[src/rtl/float_acc16.sv]
// Streaming FP16 accumulator: sums a group of terms closed by in_last and holds the
// result until the consumer takes it. The adder truncates and has no subnormals.
module float_acc16 #(
  parameter int COUNT_W = 8
) (
  input  logic               clk,
  input  logic               reset,
  input  logic               in_valid,
  output logic               in_ready,
  input  logic [15:0]        in_data,
  input  logic               in_last,
  output logic               out_valid,
  input  logic               out_ready,
  output logic [15:0]        out_sum,
  output logic [COUNT_W-1:0] out_count,
  output logic               out_ovf
);

  typedef enum logic [1:0] {
    IDLE  = 2'd0,
    ACCUM = 2'd1,
    HOLD  = 2'd2
  } state_t;

  localparam logic [COUNT_W-1:0] COUNT_MAX = {COUNT_W{1'b1}};
  localparam logic [COUNT_W-1:0] COUNT_ONE = COUNT_W'(1);

  state_t               state_r, state_s;
  logic [15:0]          acc_r, acc_s;
  logic [COUNT_W-1:0]   count_r, count_s;
  logic                 ovf_r, ovf_s;
  logic                 out_valid_r;
  logic                 in_ready_r;
  logic                 xfer_s;
  logic [15:0]          base_s;

  // Truncating FP16 add; zero operands pass the other through, exponent bit 5 flags out of range.
  function automatic logic [15:0] fpadd(input logic [15:0] a, input logic [15:0] b);
    logic        big_is_a;
    logic [4:0]  e_big;
    logic [4:0]  e_small;
    logic [4:0]  e_diff;
    logic [10:0] f_big;
    logic [10:0] f_small;
    logic [10:0] f_a;
    logic [10:0] f_b;
    logic [10:0] frac;
    logic [11:0] wide;
    logic [5:0]  exp;
    logic        sign;
    logic [3:0]  lz;
    logic        found;
    logic [15:0] res;
    res      = 16'h0000;
    big_is_a = 1'b0;
    e_big    = 5'd0;
    e_small  = 5'd0;
    e_diff   = 5'd0;
    f_big    = 11'd0;
    f_small  = 11'd0;
    f_a      = 11'd0;
    f_b      = 11'd0;
    frac     = 11'd0;
    wide     = 12'd0;
    exp      = 6'd0;
    sign     = 1'b0;
    lz       = 4'd0;
    found    = 1'b0;
    if (a == 16'h0000) begin
      res = b;
    end else if (b == 16'h0000) begin
      res = a;
    end else if ((a[14:0] == b[14:0]) && (a[15] != b[15])) begin
      res = 16'h0000;
    end else begin
      big_is_a = (a[14:10] >= b[14:10]);
      e_big    = big_is_a ? a[14:10] : b[14:10];
      e_small  = big_is_a ? b[14:10] : a[14:10];
      f_big    = big_is_a ? {1'b1, a[9:0]} : {1'b1, b[9:0]};
      f_small  = big_is_a ? {1'b1, b[9:0]} : {1'b1, a[9:0]};
      e_diff   = e_big - e_small;
      f_small  = (e_diff >= 5'd11) ? 11'd0 : (f_small >> e_diff);
      f_a      = big_is_a ? f_big : f_small;
      f_b      = big_is_a ? f_small : f_big;
      exp      = {1'b0, e_big};
      if (a[15] == b[15]) begin
        wide = {1'b0, f_a} + {1'b0, f_b};
        sign = a[15];
        if (wide[11]) begin
          frac = wide[11:1];
          exp  = exp + 6'd1;
        end else begin
          frac = wide[10:0];
        end
      end else begin
        // Positive minus negative; the borrow out becomes the result sign.
        wide = a[15] ? ({1'b0, f_b} - {1'b0, f_a}) : ({1'b0, f_a} - {1'b0, f_b});
        sign = wide[11];
        frac = wide[11] ? (11'd0 - wide[10:0]) : wide[10:0];
        for (int i = 10; i >= 0; i--) begin
          if (found) begin
            found = 1'b1;
          end else if (frac[i]) begin
            found = 1'b1;
          end else begin
            lz = lz + 4'd1;
          end
        end
        frac = frac << lz;
        exp  = exp - {2'b00, lz};
      end
      if (exp[5] || (frac == 11'd0)) begin
        res = 16'h0000;
      end else begin
        res = {sign, exp[4:0], frac[9:0]};
      end
    end
    return res;
  endfunction

  // Next-state, accumulator and counter update.
  always_comb begin
    state_s = state_r;
    acc_s   = acc_r;
    count_s = count_r;
    ovf_s   = ovf_r;
    xfer_s  = in_valid && in_ready_r;
    base_s  = (state_r == IDLE) ? 16'h0000 : acc_r;
    case (state_r)
      IDLE, ACCUM: begin
        if (xfer_s) begin
          acc_s = fpadd(base_s, in_data);
          if (count_r == COUNT_MAX) begin
            ovf_s = 1'b1;
          end else begin
            count_s = count_r + COUNT_ONE;
          end
          state_s = in_last ? HOLD : ACCUM;
        end else begin
          state_s = state_r;
        end
      end
      HOLD: begin
        if (out_ready) begin
          acc_s   = 16'h0000;
          count_s = {COUNT_W{1'b0}};
          ovf_s   = 1'b0;
          state_s = IDLE;
        end else begin
          state_s = HOLD;
        end
      end
      default: begin
        acc_s   = 16'h0000;
        count_s = {COUNT_W{1'b0}};
        ovf_s   = 1'b0;
        state_s = IDLE;
      end
    endcase
  end

  // State and datapath registers; handshake flags are registered from the next state.
  always_ff @(posedge clk) begin
    if (reset) begin
      state_r     <= IDLE;
      acc_r       <= 16'h0000;
      count_r     <= {COUNT_W{1'b0}};
      ovf_r       <= 1'b0;
      out_valid_r <= 1'b0;
      in_ready_r  <= 1'b1;
    end else begin
      state_r     <= state_s;
      acc_r       <= acc_s;
      count_r     <= count_s;
      ovf_r       <= ovf_s;
      out_valid_r <= (state_s == HOLD);
      in_ready_r  <= (state_s != HOLD);
    end
  end

  assign in_ready  = in_ready_r;
  assign out_valid = out_valid_r;
  assign out_sum   = acc_r;
  assign out_count = count_r;
  assign out_ovf   = ovf_r;

endmodule
[config.mk]
export PLATFORM = sky130hd
export DESIGN_NAME = float_acc16
export DESIGN_NICKNAME = d
export VERILOG_FILES = /design/src/rtl/float_acc16.sv
export SDC_FILE = /design/constraint.sdc
export NUM_CORES = 1
export LEC_CHECK = 0
export BUFFER_PORTS_ARGS = -buffer_cell sky130_fd_sc_hd__buf_2
export CAP_MARGIN = 20
export CORE_ASPECT_RATIO = 1.1
export CORE_MARGIN = 2
export CORE_UTILIZATION = 50
export CTS_BUF_LIST = sky130_fd_sc_hd__clkbuf_4
export CTS_CLUSTER_DIAMETER = 50
export DETAILED_ROUTE_END_ITERATION = 10
export HOLD_SLACK_MARGIN = 0.02
export PLACE_DENSITY = 0.74
export SLEW_MARGIN = 20
export SYNTH_ARGS = -nofsm -noshare
export SYNTH_HDL_FRONTEND = slang
export SYNTH_SLANG_ARGS = --single-unit
[constraint.sdc]
create_clock -name clk -period 17.8 [get_ports clk]
set_clock_uncertainty 0.05 [all_clocks]
set_input_delay 0 -clock clk [delete_from_list [all_inputs] [get_ports clk]]
set_output_delay 0 -clock clk [all_outputs]
set_load 0.01 [all_outputs]
==> metrics.yaml, run 1 <==
outcome:
  status: "finished clean"
power_and_ir_drop:
  vdd_drop_max_uv: 86.03
  p_leak_uw: 0.003294
  p_total_uw: 756.6
  cellPowerDensity_mw_per_mm2: 95.29
finish:
  diodes: 0
  layout.nets: 1184
  syn2layout_area_growth_pct: 4.581
  drive_gt1_share_pct: 11.59
  layoutNonFillerInstCount: 1309
critical_path:
  cp_data_required_time_ns: 17.97
  worst_path_max_delay_cell: "a2111oi_0"
  cp-start-kind: "flip-flop"
  cp.arrival_ns: 16.76
  critPathMaxFanout: 17
  critPathKind: "reg2reg"
  worst_path_most_repeated_cell: "ha_1"
  endpoint_kind: "flip-flop"
  cpPeakStageDelay_ns: 0.82
cts:
  h-tree-depth: 2
  clock_sinks: 29
  cts_buffer_depth: 2
  cts_buffers: 5
  cts-root-buf: "clkbuf_4"
  clock_latency_ns: 0.33
  clk_pin_slew_worst_paths_ns: 0.10
  cts_tree: "done"
floorplan:
  dieHeight_um: 133.2
  rows: 47
  die_area_mm2: 0.01619
  core_mm2: 0.01494
  start_util_pct: 50.83
  die_x_um: 121.5
  io_pins: 48
logic_synthesis:
  yosysTopAreaCell: "ha_1"
  synth_cells: 1107
  synth.most_common_cell: "nand2_1"
  ys_top_cells_by_count: "122 x nand2_1, 112 x nor2_1, 89 x a21oi_1"
  synth_top_flop_cell: "dfxtp_1"
  synth_top_area_share_pct: 8.075
  synth_edf_count: 0
  synth_fp_nets: 1179
  synth_area_leaders: "ha_1 8.1%, dfxtp_1 7.6%, nand2_1 6.0%"
  yosys_warnings: 0
  synth-seq-cells: 29
  ys_seq_area_share_pct: 7.647
  synth.distinct_cells: 114
  syn_area_mm2: 0.007592
  async_flop_share_pct: 0
  avgSynthCellArea_um2: 6.858
global_routing:
  grt_antenna_before_repair: 0
  track_usage_pct: 30.24
  grt-ovfl-total: 0
  grt_pass1_wl_um: 40520
  grt_max_degree: 43
  first_global_vias: 7921
sta:
  min_period_over_period_pct: 93.19
  hold_viol_final: 0
  fin_ws_ns: 1.213
  worst_pin_slew_ns: 0.9995
  setup_tns_ns: 0
  slew_headroom_pct: 33.12
  finalMaxSlewViolations: 0
  fmax_ghz: 0.06029
  setup_viol: 0
  fin_crit_ns: 16.59
  rsz0062_at_grt: "false"
route:
  wl_um: 25380
  ant_nets: 0
  vias_per_cell: 6.663
  drt-wirelength-per-cell_um: 19.39
  drt_iter0_drc: 825
  post-route-drc-count: 0
  via_count: 8722
  dr.pass1.iters: 6
run:
  maxCapViolations: 0
placed_design:
  pre_cts_slack_ns: 0.6105
  numPortBuffers: 47
  place.gp.congestion: 1.001
  dp_hpwl_um: 19530
  dp_cells: 1295
hold_path:
  hold_class: "in2reg"
-- cell type report --
| class | count | area [um2] |
|---|---|---|
| clock buffers | 6 | 45.04 |
| clock inverters | 2 | 10.01 |
| fillers | 1494 | 6997 |
| inverters | 63 | 236.5 |
| multi-input cells | 949 | 6447 |
| flip-flops and latches | 29 | 580.6 |
| well taps | 196 | 245.2 |
| repair buffers | 64 | 375.4 |
-- where the power goes --
part / switching (uW) / total (uW) / internal (uW)
combinational: 405 / 634 / 229
sequential: 11.6 / 82.0 / 70.4
clock: 24.0 / 40.5 / 16.5
total: 441 / 757 / 316
-- kinds of logic after synthesis --
| kind of cell | after synthesis | synth area share (%) |
|---|---|---|
| buffers and inverters | 129 | 7.778 |
| muxes | 39 | 6.130 |
| adders and majority gates | 51 | 8.603 |
| AOI/OAI and AO/OA | 400 | 36.44 |
| xor gates and xnor gates | 56 | 7.136 |
| DFF | 29 | 7.647 |
| and+or+nand+nor | 403 | 26.27 |
-- flip-flops by register name, indices dropped and copies added (netlist names) --
signal     cells
in_ready       1
out_count      8
out_ovf        1
out_sum       16
out_valid      1
state_r        2
-- repair_timing --
action,in CTS,in global routing
resized for setup,0,3
endpoints found under the hold margin,5,0
hold buffers,5,0
setup endpoints to repair,0,16
setup buffers,0,0
-- worst max-delay path, delay by kind of cell (launching register included) --
kind | cells | cell delay, ns
AND/OR/NAND/NOR | 19 | 3.64
multiplexers | 1 | 0.34
AO/OA/AOI/OAI | 28 | 7.07
buffers and inverters | 6 | 1.28
adder cells (fa/ha/maj) | 9 | 2.84
flip-flops | 1 | 0.66
XOR/XNOR | 2 | 0.60
-- metal layers --
| metal | GRT usage [%] | up-vias | wire, um |
|---|---|---|---|
| met5 | 0 | - | 0 |
| met4 | 14.30 | 0 | 1312 |
| met3 | 2.611 | 96 | 1905 |
| met2 | 50.59 | 466 | 11600 |
| met1 | 39.12 | 4030 | 10560 |
| li1 | - | 4130 | - |
-- layout by cell type (no fill, tap or decap), types with 20 or more instances in the layout --
| cell | instances |
|---|---|
| nand2_1 | 122 |
| nor2_1 | 112 |
| a21oi_1 | 88 |
| o21ai_0 | 84 |
| inv_1 | 58 |
| ha_1 | 48 |
| buf_2 | 47 |
| xnor2_1 | 44 |
| mux2i_1 | 29 |
| dfxtp_1 | 29 |
| nand3_1 | 27 |
| nor3_1 | 26 |
| a211oi_1 | 20 |
-- metrics by stage --
stage	hold WS (ns)	area (um2)	util, %
final	0.03654	7940	53.16
after floorplan	0.01907	7592	-
after detailed placement	0.2105	7805	52.25
after global routing	0.05159	7940	53.16
after global placement	0.2074	7805	52.25
after CTS	0.02672	7910	52.96
-- final timing paths --
check                 to  slack, ns        from  depth (start not counted)
max reg2reg  out_sum[15]       1.21  state_r[1]                         65
min            out_valid       0.04    in_valid                          5
min reg2reg      out_ovf       0.46     out_ovf                          2
max          out_sum[15]       1.21  state_r[1]                         65
No activity file was read; power rests on OpenSTA's default activity.
==> run 2, diff against run 1 <==
--- a/config.mk
+++ b/config.mk
@@ -5,7 +5,8 @@
 export SDC_FILE = /design/constraint.sdc
 export NUM_CORES = 1
 export LEC_CHECK = 0
-export BUFFER_PORTS_ARGS = -buffer_cell sky130_fd_sc_hd__buf_2
+export ABC_AREA = 0
+export BUFFER_PORTS_ARGS = -buffer_cell sky130_fd_sc_hd__buf_4
 export CAP_MARGIN = 20
 export CORE_ASPECT_RATIO = 1.1
 export CORE_MARGIN = 2
==> metrics.yaml, run 2 (synthesis results as in run 1) <==
outcome:
  status: "finished clean"  # unchanged
route:
  ant_nets: 0  # unchanged
  wl_um: 25650  # was 25380 um
  post-route-drc-count: 0  # unchanged
  dr.pass1.iters: 5  # was 6
  via_count: 8863  # was 8722
  vias_per_cell: 6.714  # was 6.663
  drt-wirelength-per-cell_um: 19.43  # was 19.39 um
  drt_iter0_drc: 1011  # was 825
sta:
  slew_headroom_pct: 29.98  # was 33.12%
  fmax_ghz: 0.06041  # was 0.06029 GHz
  min_period_over_period_pct: 93.00  # was 93.19%
  setup_tns_ns: 0  # unchanged
  rsz0062_at_grt: "false"  # unchanged
  fin_crit_ns: 16.55  # was 16.59 ns
  setup_viol: 0  # unchanged
  worst_pin_slew_ns: 1.046  # was 0.9995 ns
  fin_ws_ns: 1.247  # was 1.213 ns
  finalMaxSlewViolations: 0  # unchanged
  hold_viol_final: 0  # unchanged
floorplan:
  rows: 47  # unchanged
  io_pins: 48  # unchanged
  die_x_um: 121.5  # unchanged
  start_util_pct: 50.83  # unchanged
  core_mm2: 0.01494  # unchanged
  dieHeight_um: 133.2  # unchanged
  die_area_mm2: 0.01619  # unchanged
finish:
  diodes: 0  # unchanged
  fin_area_mm2: 0.008180  # was 0.007940 mm2
  largest_reg_flops: 16  # unchanged
  mostFrequentLayoutCell: "nand2_1"  # unchanged
  layout_common_cells: "122 x nand2_1, 112 x nor2_1, 88 x a21oi_1"  # unchanged
  drive_gt1_share_pct: 11.74  # was 11.59%
  layout.nets: 1195  # was 1184
  layoutNonFillerInstCount: 1320  # was 1309
  syn2layout_area_growth_pct: 7.746  # was 4.581%
run:
  maxCapViolations: 0  # unchanged
global_routing:
  grt_max_degree: 43  # unchanged
  grt_antenna_before_repair: 0  # unchanged
  first_global_vias: 8077  # was 7921
  grt-ovfl-total: 0  # unchanged
  grt_pass1_wl_um: 41600  # was 40520 um
  track_usage_pct: 31.06  # was 30.24%
critical_path:
  worst_path_most_repeated_cell: "ha_1"  # unchanged
  endpoint_kind: "flip-flop"  # unchanged
  cp.arrival_ns: 16.75  # was 16.76 ns
  critPathMaxFanout: 17  # unchanged
  critPathKind: "reg2reg"  # unchanged
  worst_path_max_delay_cell: "dfxtp_1"  # was a2111oi_0
  cp_num_buf_inv: 4  # was 6
  cp_data_required_time_ns: 17.99  # was 17.97 ns
  cp_top_family: "compound AO/OA/AOI/OAI gates"  # unchanged
  cpPeakStageDelay_ns: 0.64  # was 0.82 ns
  cp-start-kind: "flip-flop"  # unchanged
placed_design:
  pre_cts_slack_ns: 0.4953  # was 0.6105 ns
  numPortBuffers: 47  # unchanged
  dp_hpwl_um: 19680  # was 19530 um
  place.gp.congestion: 0.9874  # was 1.001
  place_area_mm2: 0.007930  # was 0.007805 mm2
  dp_cells: 1296  # was 1295
cts:
  clk_pin_slew_worst_paths_ns: 0.10  # about the same
  cts_tree: "done"  # unchanged
  clock_sinks: 29  # unchanged
  cts_setup_buffers: 0  # unchanged
  cts-root-buf: "clkbuf_4"  # unchanged
  cts_buffers: 5  # unchanged
  h-tree-depth: 2  # unchanged
  clock_latency_ns: 0.35  # was 0.33 ns
  cts_buffer_depth: 2  # unchanged
power_and_ir_drop:
  cellPowerDensity_mw_per_mm2: 94.18  # was 95.29 mW/mm2
  p_leak_uw: 0.003367  # was 0.003294 uW
  vdd_drop_max_uv: 89.63  # was 86.03 uV
hold_path:
  hold_class: "in2reg"  # unchanged
run 2: cell types whose count changed in the layout (fill, tap and decap cells not counted), sizes merged:
cell | before | now
clkbuf | 7 | 6
buf | 58 | 59
dlygate4sd3 | 5 | 16
run 2: metrics by stage:
stage	util, %	total power [uW]	hold WS, ns
2_1_floorplan	-	552.0	0.01907
3_3_place_gp	53.09	697.6	0.1722
3_5_place_dp	53.09	699.0	0.1694
4_1_cts	54.53	746.2	0.02016
5_1_grt	54.77	829.3	0.06432
6_report	54.77	770.5	0.01639
run 2: routing by layer:
metal  part of all wire (%)  global-route usage (%)
met2                     47                   51.44
met5                      0                       0
met4                    4.0                   13.15
met1                     42                   41.37
met3                    7.5                   2.440
run 2: final timing paths:
check	slack [ns]	depth (start not counted)	from	to
max	1.25	65	state_r[1]	out_sum[15]
min	0.02	3	in_data[8]	out_sum[8]
min reg2reg	0.45	2	out_ovf	out_ovf
max reg2reg	1.25	65	state_r[1]	out_sum[15]
run 2: final cells by class:
class	instances	area (um2)
flip-flops and latches	29	580.6
inverters	63	236.5
clock buffers	6	45.04
repair buffers	75	603.1
clock inverters	2	10.01
multi-input cells	949	6460
fillers	1481	6756
well taps	196	245.2
run 2: what timing repair did:
action,in CTS,in global routing
hold buffers,16,0
gates resized for setup,0,8
setup endpoints to repair,0,16
hold endpoints to repair,16,0
run 2: worst min-delay path: stages:
cell and delay, ns:
buf_4 0.16, o21ai_0 0.10, o21ai_0 0.13
run 2: report_power, final:
group / total (uW) / switching, uW / internal [uW]
clock: 42.3 / 25.8 / 16.5
combinational: 646 / 410 / 236
sequential: 82.4 / 12.0 / 70.4
==> run 3, diff against run 2 <==
--- a/config.mk
+++ b/config.mk
@@ -9,7 +9,6 @@
 export BUFFER_PORTS_ARGS = -buffer_cell sky130_fd_sc_hd__buf_4
 export CAP_MARGIN = 20
 export CORE_ASPECT_RATIO = 1.1
-export CORE_MARGIN = 2
 export CORE_UTILIZATION = 50
 export CTS_BUF_LIST = sky130_fd_sc_hd__clkbuf_4
 export CTS_CLUSTER_DIAMETER = 50
==> metrics.yaml, run 3 (synthesis results as in run 1) <==
sta:
  setup_viol: 0  # unchanged
  min_period_over_period_pct: 93.32  # was 93.00%
  fin_crit_ns: 16.61  # was 16.55 ns
  worst_pin_slew_ns: 1.042  # was 1.046 ns
  slew_headroom_pct: 30.05  # was 29.98%
  hold_viol_final: 0  # unchanged
  fin_ws_ns: 1.188  # was 1.247 ns
  finalMaxSlewViolations: 0  # unchanged
  fmax_ghz: 0.06020  # was 0.06041 GHz
power_and_ir_drop:
  cellPowerDensity_mw_per_mm2: 93.26  # was 94.18 mW/mm2
  intPower_uw: 315.2  # was 323.0 uW
  p_total_uw: 751.9  # was 770.5 uW
  seqPwrFrac_pct: 11.0  # was 10.7%
  pwr-share-comb_pct: 84.1  # was 83.8%
  switching_share_pct: 58.08  # about the same
  vdd_drop_max_uv: 85.92  # was 89.63 uV
  p_leak_uw: 0.003316  # was 0.003367 uW
  clockPowerShare_pct: 4.9  # was 5.5%
  p_switching_uw: 436.7  # was 447.5 uW
placed_design:
  dp_hpwl_um: 19660  # was 19680 um
  place.gp.congestion: 1.014  # was 0.9874
  pre_cts_slack_ns: 0.7580  # was 0.4953 ns
  numPortBuffers: 47  # unchanged
cts:
  h-tree-depth: 2  # unchanged
  clock_latency_ns: 0.32  # was 0.35 ns
  cts_tree: "done"  # unchanged
  cts-root-buf: "clkbuf_4"  # unchanged
  clock_sinks: 29  # unchanged
  cts_buffer_depth: 2  # unchanged
  cts_buffers: 5  # unchanged
  clk_pin_slew_worst_paths_ns: 0.09  # was 0.10 ns
finish:
  largest_reg_flops: 16  # unchanged
  multi_input_area_mm2: 0.006437  # was 0.006460 mm2
  drive_gt1_share_pct: 11.30  # was 11.74%
  syn2layout_area_growth_pct: 6.196  # was 7.746%
  regArea_um2: 580.6  # unchanged
  layout.nets: 1186  # was 1195
  fillers: 1500  # was 1481
  diodes: 0  # unchanged
  layout_common_cells: "122 x nand2_1, 112 x nor2_1, 88 x a21oi_1"  # unchanged
  mostFrequentLayoutCell: "nand2_1"  # unchanged
floorplan:
  dieHeight_um: 131.2  # was 133.2 um
  die_area_mm2: 0.01568  # was 0.01619 mm2
  core_mm2: 0.01462  # was 0.01494 mm2
  die_x_um: 119.5  # was 121.5 um
  io_pins: 48  # unchanged
  start_util_pct: 51.93  # was 50.83%
  rows: 46  # was 47
route:
  post-route-drc-count: 0  # unchanged
  via_count: 8758  # was 8863
  drt-wirelength-per-cell_um: 19.38  # was 19.43 um
  vias_per_cell: 6.701  # was 6.714
  ant_nets: 0  # unchanged
  dr.pass1.iters: 5  # unchanged
  drt_iter0_drc: 883  # was 1011
  wl_um: 25330  # was 25650 um
critical_path:
  cp_top_family: "compound AO/OA/AOI/OAI gates"  # unchanged
  cp_num_buf_inv: 6  # was 4
  endpoint_kind: "flip-flop"  # unchanged
  critPathMaxFanout: 17  # unchanged
  worst_path_max_delay_cell: "or4_4"  # was dfxtp_1
  cpPeakStageDelay_ns: 0.71  # was 0.64 ns
  cp_data_required_time_ns: 17.98  # was 17.99 ns
  cp-start-kind: "flip-flop"  # unchanged
  cp.arrival_ns: 16.79  # was 16.75 ns
  critPathKind: "reg2reg"  # unchanged
run:
  maxCapViolations: 0  # unchanged
global_routing:
  grt_antenna_before_repair: 0  # unchanged
  grt_pass1_wl_um: 41190  # was 41600 um
  grt_max_degree: 43  # unchanged
  track_usage_pct: 31.76  # was 31.06%
  first_global_vias: 8016  # was 8077
  grt-ovfl-total: 0  # unchanged
outcome:
  status: "finished clean"  # unchanged
hold_path:
  hold_class: "in2reg"  # unchanged
## run 3: cell types whose count changed in the layout (fill, tap and decap cells not counted), sizes merged
cell	previous run	this run
clkbuf	6	5
clkinv	4	5
dlygate4sd3	16	9
buf	59	57
## run 3: power groups by stage
stage / Sequential [uW] / Clock (uW) / Combinational [uW]
6_report: 82.5 / 36.9 / 632
5_1_grt: 83.1 / 40.5 / 691
4_1_cts: 81.8 / 37.0 / 615
3_5_place_dp: 83.3 / 0 / 610
3_3_place_gp: 83.2 / 0 / 608
2_1_floorplan: 81.1 / 0 / 471
## run 3: area by class of cell
type | count | area share [%]
Multi-Input combinational cell | 949 | 79.84
Tap cell | 192 | 2.980
Timing Repair Buffer | 66 | 6.425
Sequential cell | 29 | 7.201
Clock inverter | 3 | 0.1552
Inverter | 63 | 2.933
Clock buffer | 5 | 0.4655
## run 3: routing by layer
metal | global-route usage [%] | wire length (um) | vias to the layer above
li1 | - | - | 4133
met1 | 42.03 | 10820 | 4091
met2 | 51.35 | 11610 | 438
met3 | 2.648 | 1640 | 96
met4 | 15.76 | 1261 | 0
met5 | 0 | 0 | -
## run 3: through the flow
stage	setup TNS, ns	cell area [um2]	instances	util [%]	hold WS [ns]
2_1_floorplan	0	7592	1107	-	0.01907
3_5_place_dp	0	7910	1290	54.11	0.1689
5_1_grt	-0.004651	8063	1307	55.15	0.03284
4_1_cts	0	8050	1307	55.07	0.02223
3_3_place_gp	0	7910	1290	54.11	0.1705
6_report	0	8063	1307	55.15	0.02373
## run 3: worst paths after layout
path	from	end	slack [ns]	cells past startpoint
worst max register to register	state_r[1]	out_sum[15]	1.19	68
worst max-delay path	state_r[1]	out_sum[15]	1.19	68
worst min-delay path	in_valid	state_r[0]	0.02	5
worst min register to register	out_ovf	out_ovf	0.46	2
## run 3: repair_timing
action                                  in CTS  in global routing
hold buffers                                 9                  0
buffers inserted                             0                  0
resized for setup                            0                  4
endpoints found under the setup margin       0                 16
endpoints found under the hold margin       10                  0
## run 3: worst register-to-register path, delay by kind of cell, from the launching register on
family          cells  cell delay (ns)
compound gates     29             6.13
fa+ha+maj           9             3.48
simple gates       19             3.42
buf+inv             6             1.20
mux                 3             1.00
flops               1             0.64
xor+xnor            2             0.62
